**src/rtl/l2_port_arbiter.sv**
```systemverilog
// Round-robin arbiter sharing one line-wide memory port between the L1
// instruction-miss path and the L1 data miss/writeback path.
module l2_port_arbiter #(
   parameter int ADDR_W  = 16,
   parameter int LINE_W  = 128,
   parameter bit D_FIRST = 1'b1
) (
   input  logic              clk,
   input  logic              reset_n,
   input  logic              i_read,
   input  logic [ADDR_W-1:0] i_addr,
   output logic              i_resp,
   output logic [LINE_W-1:0] i_rdata,
   input  logic              d_read,
   input  logic              d_write,
   input  logic [ADDR_W-1:0] d_addr,
   input  logic [LINE_W-1:0] d_wdata,
   output logic              d_resp,
   output logic [LINE_W-1:0] d_rdata,
   output logic              mem_read,
   output logic              mem_write,
   output logic [ADDR_W-1:0] mem_addr,
   output logic [LINE_W-1:0] mem_wdata,
   input  logic              mem_resp,
   input  logic [LINE_W-1:0] mem_rdata
);

   localparam logic [1:0] IDLE    = 2'd0;
   localparam logic [1:0] SERVE_I = 2'd1;
   localparam logic [1:0] SERVE_D = 2'd2;
   localparam logic [1:0] RESP    = 2'd3;

   logic [1:0]        state_q, state_d;
   logic              last_d_q, last_d_d;
   logic              mem_rd_q, mem_rd_d;
   logic              mem_wr_q, mem_wr_d;
   logic [ADDR_W-1:0] addr_q, addr_d;
   logic [LINE_W-1:0] wdata_q, wdata_d;
   logic [LINE_W-1:0] i_rdata_q, i_rdata_d;
   logic [LINE_W-1:0] d_rdata_q, d_rdata_d;
   logic              d_req;
   logic              grant_d;

   // last_d_q doubles as the side being served until the next grant
   assign d_req   = d_read | d_write;
   assign grant_d = d_req & (~i_read | ~last_d_q);

   always_comb begin
      state_d   = state_q;
      last_d_d  = last_d_q;
      mem_rd_d  = mem_rd_q;
      mem_wr_d  = mem_wr_q;
      addr_d    = addr_q;
      wdata_d   = wdata_q;
      i_rdata_d = i_rdata_q;
      d_rdata_d = d_rdata_q;
      case (state_q)
         IDLE: begin
            if (i_read | d_req) begin
               last_d_d = grant_d;
               if (grant_d) begin
                  state_d  = SERVE_D;
                  addr_d   = d_addr;
                  mem_wr_d = d_write;
                  mem_rd_d = ~d_write;
                  if (d_write) begin
                     wdata_d = d_wdata;
                  end
               end else begin
                  state_d  = SERVE_I;
                  addr_d   = i_addr;
                  mem_rd_d = 1'b1;
               end
            end
         end
         SERVE_I, SERVE_D: begin
            if (mem_resp) begin
               state_d  = RESP;
               mem_rd_d = 1'b0;
               mem_wr_d = 1'b0;
               if (mem_rd_q) begin
                  if (state_q == SERVE_D) begin
                     d_rdata_d = mem_rdata;
                  end else begin
                     i_rdata_d = mem_rdata;
                  end
               end
            end
         end
         default: begin
            state_d = IDLE;
         end
      endcase
   end

   always_ff @(posedge clk or negedge reset_n) begin
      if (!reset_n) begin
         state_q   <= IDLE;
         last_d_q  <= ~D_FIRST;
         mem_rd_q  <= 1'b0;
         mem_wr_q  <= 1'b0;
         addr_q    <= '0;
         wdata_q   <= '0;
         i_rdata_q <= '0;
         d_rdata_q <= '0;
      end else begin
         state_q   <= state_d;
         last_d_q  <= last_d_d;
         mem_rd_q  <= mem_rd_d;
         mem_wr_q  <= mem_wr_d;
         addr_q    <= addr_d;
         wdata_q   <= wdata_d;
         i_rdata_q <= i_rdata_d;
         d_rdata_q <= d_rdata_d;
      end
   end

   assign i_resp    = (state_q == RESP) & ~last_d_q;
   assign d_resp    = (state_q == RESP) &  last_d_q;
   assign i_rdata   = i_rdata_q;
   assign d_rdata   = d_rdata_q;
   assign mem_read  = mem_rd_q;
   assign mem_write = mem_wr_q;
   assign mem_addr  = addr_q;
   assign mem_wdata = wdata_q;

endmodule
```
**config.mk**
```make
export PLATFORM = sky130hd
export DESIGN_NAME = l2_port_arbiter
export DESIGN_NICKNAME = d
export VERILOG_FILES = /design/src/rtl/l2_port_arbiter.sv
export SDC_FILE = /design/constraint.sdc
export NUM_CORES = 1
export LEC_CHECK = 0
export CAP_MARGIN = 20
export CORE_AREA = 2 2 275 277
export DETAILED_ROUTE_END_ITERATION = 6
export DIE_AREA = 0 0 277 279
export DONT_BUFFER_PORTS = 1
export PLACE_DENSITY_LB_ADDON = 0.15
export SETUP_SLACK_MARGIN = 0.5
export SLEW_MARGIN = 40
export SYNTH_ARGS = -nofsm -noshare
export SYNTH_HDL_FRONTEND = slang
export SYNTH_SLANG_ARGS = --single-unit
```
**constraint.sdc**
```tcl
create_clock -name clk -period 4.6 [get_ports clk]
set_clock_uncertainty 0.2 [all_clocks]
set_input_delay 0.23 -clock clk [delete_from_list [all_inputs] [get_ports clk]]
set_output_delay 0.23 -clock clk [all_outputs]
set_load 0.02 [all_outputs]
```
Word-level counts from Yosys, hierarchy flattened
Cells that the tools add are included.
{"block": "word_totals", "register_bits": 405, "out_inout_bits": 404, "in_bits": 294}
{"block": "op_classes", "n_bitwise": 10, "n_reduce_logical": 10, "n_eq_ne": 6, "muxes": 12}
{"op": "$mux 16", "n": 1}
{"op": "$reduce_and 4->1", "n": 4}
{"op": "$mux 2", "n": 3}
{"op": "$ne 2x2->1 const B", "n": 3}
{"op": "$mux 1", "n": 5}
{"op": "$eq 2x2->1 const B", "n": 2}
{"op": "$not 1->1", "n": 4}
{"op": "$pmux 1 s2", "n": 2}
{"op": "$pmux 2 s2", "n": 1}
{"op": "$reduce_and 2->1", "n": 2}
{"op": "$and 1x1->1", "n": 3}
{"op": "$or 1x1->1", "n": 3}
{"op": "$reduce_and 3->1", "n": 1}
{"op": "$eq 2x1->1 const B", "n": 1}
{"op": "$logic_not 2->1", "n": 1}
{"op": "$reduce_bool 2->1", "n": 1}
{"op": "$reduce_or 2->1", "n": 1}

Logic depth before layout (Yosys ltp)
{"block": "logic_depth", "depth_word": 6, "ltp_mapped": 6, "ltp_nobuf": 5}

Worst setup path after synthesis
OpenSTA, ideal clock, no wires.
{"block": "synth_timing", "path_kind": "flip-flop to flip-flop", "from": "register state_q[0]", "to": "register i_rdata_q[107], in the netlist i_rdata[107]", "period_less_slack_ns": 1.982, "path_buffers": 2, "slack_ns": 2.618, "t_required_ns": 4.275, "arrival_ns": 1.657, "stages_incl_launch_ff": 7, "setup_time_ns": 0.125, "cell_sequence": "dfrtp_1 inv_1 ha_1 nand4b_1 buf_2 buf_2 mux2_2"}
{"block": "synth_between", "elab_chain_len": 3}
{"element": "start, declared", "line": "33", "source": "logic [1:0] state_q, state_d;"}
{"element": "start signal, assigned", "line": "107", "source": "state_q <= state_d;"}
{"element": "$eq 2x2->1 or $eq 2x1->1 (tied branches)", "line": "57, 82"}
{"element": "$reduce_or 2->1 or $not 1->1 (tied branches)"}
{"element": "$reduce_and 4->1 (no source line) *"}
{"element": "end signal, assigned", "line": "113", "source": "i_rdata_q <= i_rdata_d;"}
{"element": "end, declared", "line": "39", "source": "logic [LINE_W-1:0] i_rdata_q, i_rdata_d;"}
Mark *: on every way between the ends. The rest lies on a longest branch, timed or not.
A chain may end at the register's enable or synchronous reset.

Worst setup path after layout
{"block": "layout_timing", "from": "register state_q[0]", "to": "register mem_rd_q, in the netlist mem_read"}
{"block": "layout_between", "elab_chain_len": 4}
{"element": "$eq 2x2->1 or $eq 2x1->1 (tied branches)", "line": "57", "source": "case (state_q)"}
{"element": "$reduce_or 2->1", "line": "57"}
{"element": "$ne 2x2->1 (no source line) or $reduce_bool 2->1 (tied branches)"}
{"element": "$reduce_and 3->1 (no source line)"}
{"element": "end signal, assigned", "line": "109", "source": "mem_rd_q <= mem_rd_d;"}
{"element": "end, declared", "line": "35", "source": "logic mem_rd_q, mem_rd_d;"}
Several ways; a longest one is shown, not always the timed one.

==> reports/results.ini <==
[route]
route.detailed.vias_per_inst = 4.00
detailroute.wirelength.met2_mm = 25.4
postRouteAntennaNets = 0
num_vias = 8998
drt_first_pass_iters = 4
route.final.wire_length_mm = 48.8
drc = 0
route.detailed.wl_per_inst_um = 21.7
initialDrtViolationCount = 301
met3_length_mm = 4.94
wl_met1_mm = 16.5
maxUsedRoutingLayer = met5

[power]
power_frac_clock_pct = 23.7
internal-power_mw = 9.74
comb_power_share_pct = 19.3
sequentialPowerShare_pct = 57.0
vdd.ir_drop.worst_uv = 296
p_per_area_nw_per_um2 = 765
sw_share_pct = 39.8
net_switching_power_of_the_design_mw = 6.45
totalPowerFinal_mw = 16.2
power.static_leakage_nw = 9.02

[sta]
maxClockFrequency_mhz = 281
final-max-slew-violation-count = 0
setup-violations-final = 0
layout_setup_ws_ps = 1040
slew_worst_pin_ps = 1140
timing.final.crit_period_ps = 3560
final_worst_path_cycle_share_pct = 77.4
whs_ps = -825
setup_tns_ps = 0
hold_viol = 405
relSlewSlack_pct = 24.0
rsz0062_at_grt = no

[run_status]
failed_checks = negative hold slack
outcome = finished with violations

[run]
maxCapViolations = 0

[worst_setup_path]
cp-end-kind = flop
data_arrival_time_at_the_worst_slack_endpoint_ps = 3800
critPathRequiredTime_ps = 4840
crit_path_max_fanout = 8
path_class = flop to flop
timing.critical_path.from_type = flop

[synth]
syn_nets = 1216
post_synth_inst_count = 918
synthDistinctLibCells = 29
synth.avg_cell_area_um2 = 16.8
synth-seq-area-share_pct = 65.7
ys_async_sr_fraction_pct = 100
yosys_most_used_dff = sky130_fd_sc_hd__dfrtp_1
synth_area_um2 = 15400
synth-edff-count = 0
ys.warnings.count = 0
synth.ff_latch_count = 405

[placement]
placedInstanceArea_um2 = 16400
place_congestion = 0.774
pre_cts_setup_slack_ps = 1760
hpwlAfterDp_mm = 35.0
portBuffers = 0

[global_route]
grt_first_pass_wirelength_mm = 71.4
grt_pass1_vias = 10300
grt_overflow = 0
antenna_found_initial = 3
gr-usage-all-layers_pct = 12.3
grt_max_degree = 406

[finish]
layout_overhead_on_the_synthesized_area_pct = 37.1
finalInstanceArea_um2 = 21200
finalNetCount = 1539
layout_commonest_cell = sky130_fd_sc_hd__dfrtp_1
fraction_of_layout_instances_using_a_drive_strength_above_1_pct = 36.9
final_cell_mix = sky130_fd_sc_hd__dfrtp_1, sky130_fd_sc_hd__mux2_2, sky130_fd_sc_hd__dlygate4sd3_1, sky130_fd_sc_hd__clkbuf_16

[cts]
cts_tree = yes
postCtsSetupBuffers = 0
cts.htree.levels = 2
clk_root_buffer_cell = sky130_fd_sc_hd__clkbuf_16
cts_max_path_buffers = 3
clk_pin_slew_worst_paths_ps = 60
clock_latency_ps = 570
cts-buffers-inserted = 48
clock-sinks = 405

[floorplan]
floorplan.core_area_um2 = 74100
fp.dieH_um = 279
dieWidth_um = 277
die_area_um2 = 77300
num_io_pins = 698
initial_utilization_pct = 20.8
placement_row_count = 100

[min_path]
worst_hold_path_type = primary input to async pin

## worst paths after layout
path                            start  slack, ps  depth (start not counted)            end
max in group asynchronous     reset_n       4100                          0    d_rdata[61]
hold reg to reg            state_q[0]        360                          1     state_q[0]
setup reg to reg           state_q[0]       1040                          8       mem_read
min in group clk               d_read        100                          3     state_q[1]
setup / recovery           state_q[0]       1040                          8       mem_read
hold / removal                reset_n       -820                          0  mem_wdata[60]
## final cells by class
type,count,area (µm²)
Clock buffer,77,1460
Multi-Input combinational cell,463,4940
Tap cell,969,1210
Inverter,3,11.3
Sequential cell,405,10100
Clock inverter,10,136
Antenna cell,1,2.50
Timing Repair Buffer,320,3250
Fill cell,7535,52900
## layer usage
metal / vias up / GRT usage [%]
met5: - / 0
li1: 3899 / -
met3: 109 / 5.48
met2: 374 / 21.8
met4: 4 / 5.23
met1: 4612 / 12.4
## synth_stat cells (2+ instances only)
library cell / instances / share of area, %
sky130_fd_sc_hd__dfrtp_1: 405 / 66
sky130_fd_sc_hd__nand2_1: 18 / 0.44
sky130_fd_sc_hd__ha_1: 4 / 0.32
sky130_fd_sc_hd__buf_6: 24 / 1.8
sky130_fd_sc_hd__buf_2: 19 / 0.62
sky130_fd_sc_hd__nor3_1: 2 / 0.065
sky130_fd_sc_hd__a22o_1: 2 / 0.11
sky130_fd_sc_hd__mux2i_1: 17 / 1.1
sky130_fd_sc_hd__o31ai_1: 2 / 0.097
sky130_fd_sc_hd__nor2b_1: 3 / 0.12
sky130_fd_sc_hd__buf_4: 2 / 0.097
sky130_fd_sc_hd__mux2_1: 2 / 0.15
sky130_fd_sc_hd__inv_1: 3 / 0.073
sky130_fd_sc_hd__mux2_4: 10 / 0.97
sky130_fd_sc_hd__mux2_2: 372 / 27
sky130_fd_sc_hd__a21o_1: 2 / 0.097
sky130_fd_sc_hd__o21ai_0: 18 / 0.58
sky130_fd_sc_hd__clkbuf_1: 2 / 0.049
## what timing repair did
item	CTS	global route
hold buffers	305	2
endpoints found under the hold margin	810	433
gates resized for setup	0	0
## power groups by stage
stage | Sequential [mW] | Combinational, mW | Clock, mW
global placement | 9.42 | 2.66 | 0
finish | 9.23 | 3.12 | 3.84
global route | 9.45 | 3.43 | 4.14
CTS | 9.32 | 3.16 | 4.02
floorplan | 8.45 | 2.46 | 0
detailed placement | 9.36 | 2.78 | 0
## per-stage QoR
| stage | util (%) | std cells |
|---|---|---|
| 3_3_place_gp | 22.2 | 1850 |
| 3_5_place_dp | 22.2 | 1851 |
| 5_1_grt | 28.6 | 2248 |
| 4_1_cts | 28.5 | 2243 |
| 6_report | 28.6 | 2248 |
| 2_1_floorplan | - | 918 |
## state kept, by name, summed over array words and instances (netlist names)
| register | cells |
|---|---|
| state_q | 2 |
| i_rdata | 128 |
| mem_addr | 16 |
| mem_wdata | 128 |
| mem_write | 1 |
| d_rdata | 128 |
| last_d_q | 1 |
| mem_read | 1 |
## kinds of logic after synthesis
kind of cell | Yosys count | synth area share (%)
muxes | 401 | 29.4
buffers and inverters | 50 | 2.59
adders and majority gates | 4 | 0.324
AOI/OAI and AO/OA | 28 | 1.10
DFF | 405 | 65.7
and+or+nand+nor | 30 | 0.949
## worst max-delay path, cell delays in order (launching register included)
cell,delay (ps)
sky130_fd_sc_hd__dfrtp_1,400
sky130_fd_sc_hd__inv_1,110
sky130_fd_sc_hd__ha_1,360
sky130_fd_sc_hd__nor4b_1,380
sky130_fd_sc_hd__dlygate4sd3_1,660
sky130_fd_sc_hd__nor3_1,50
sky130_fd_sc_hd__dlygate4sd3_1,560
sky130_fd_sc_hd__o22a_1,170
sky130_fd_sc_hd__dlygate4sd3_1,540
No activity file was read; power rests on OpenSTA's default activity.
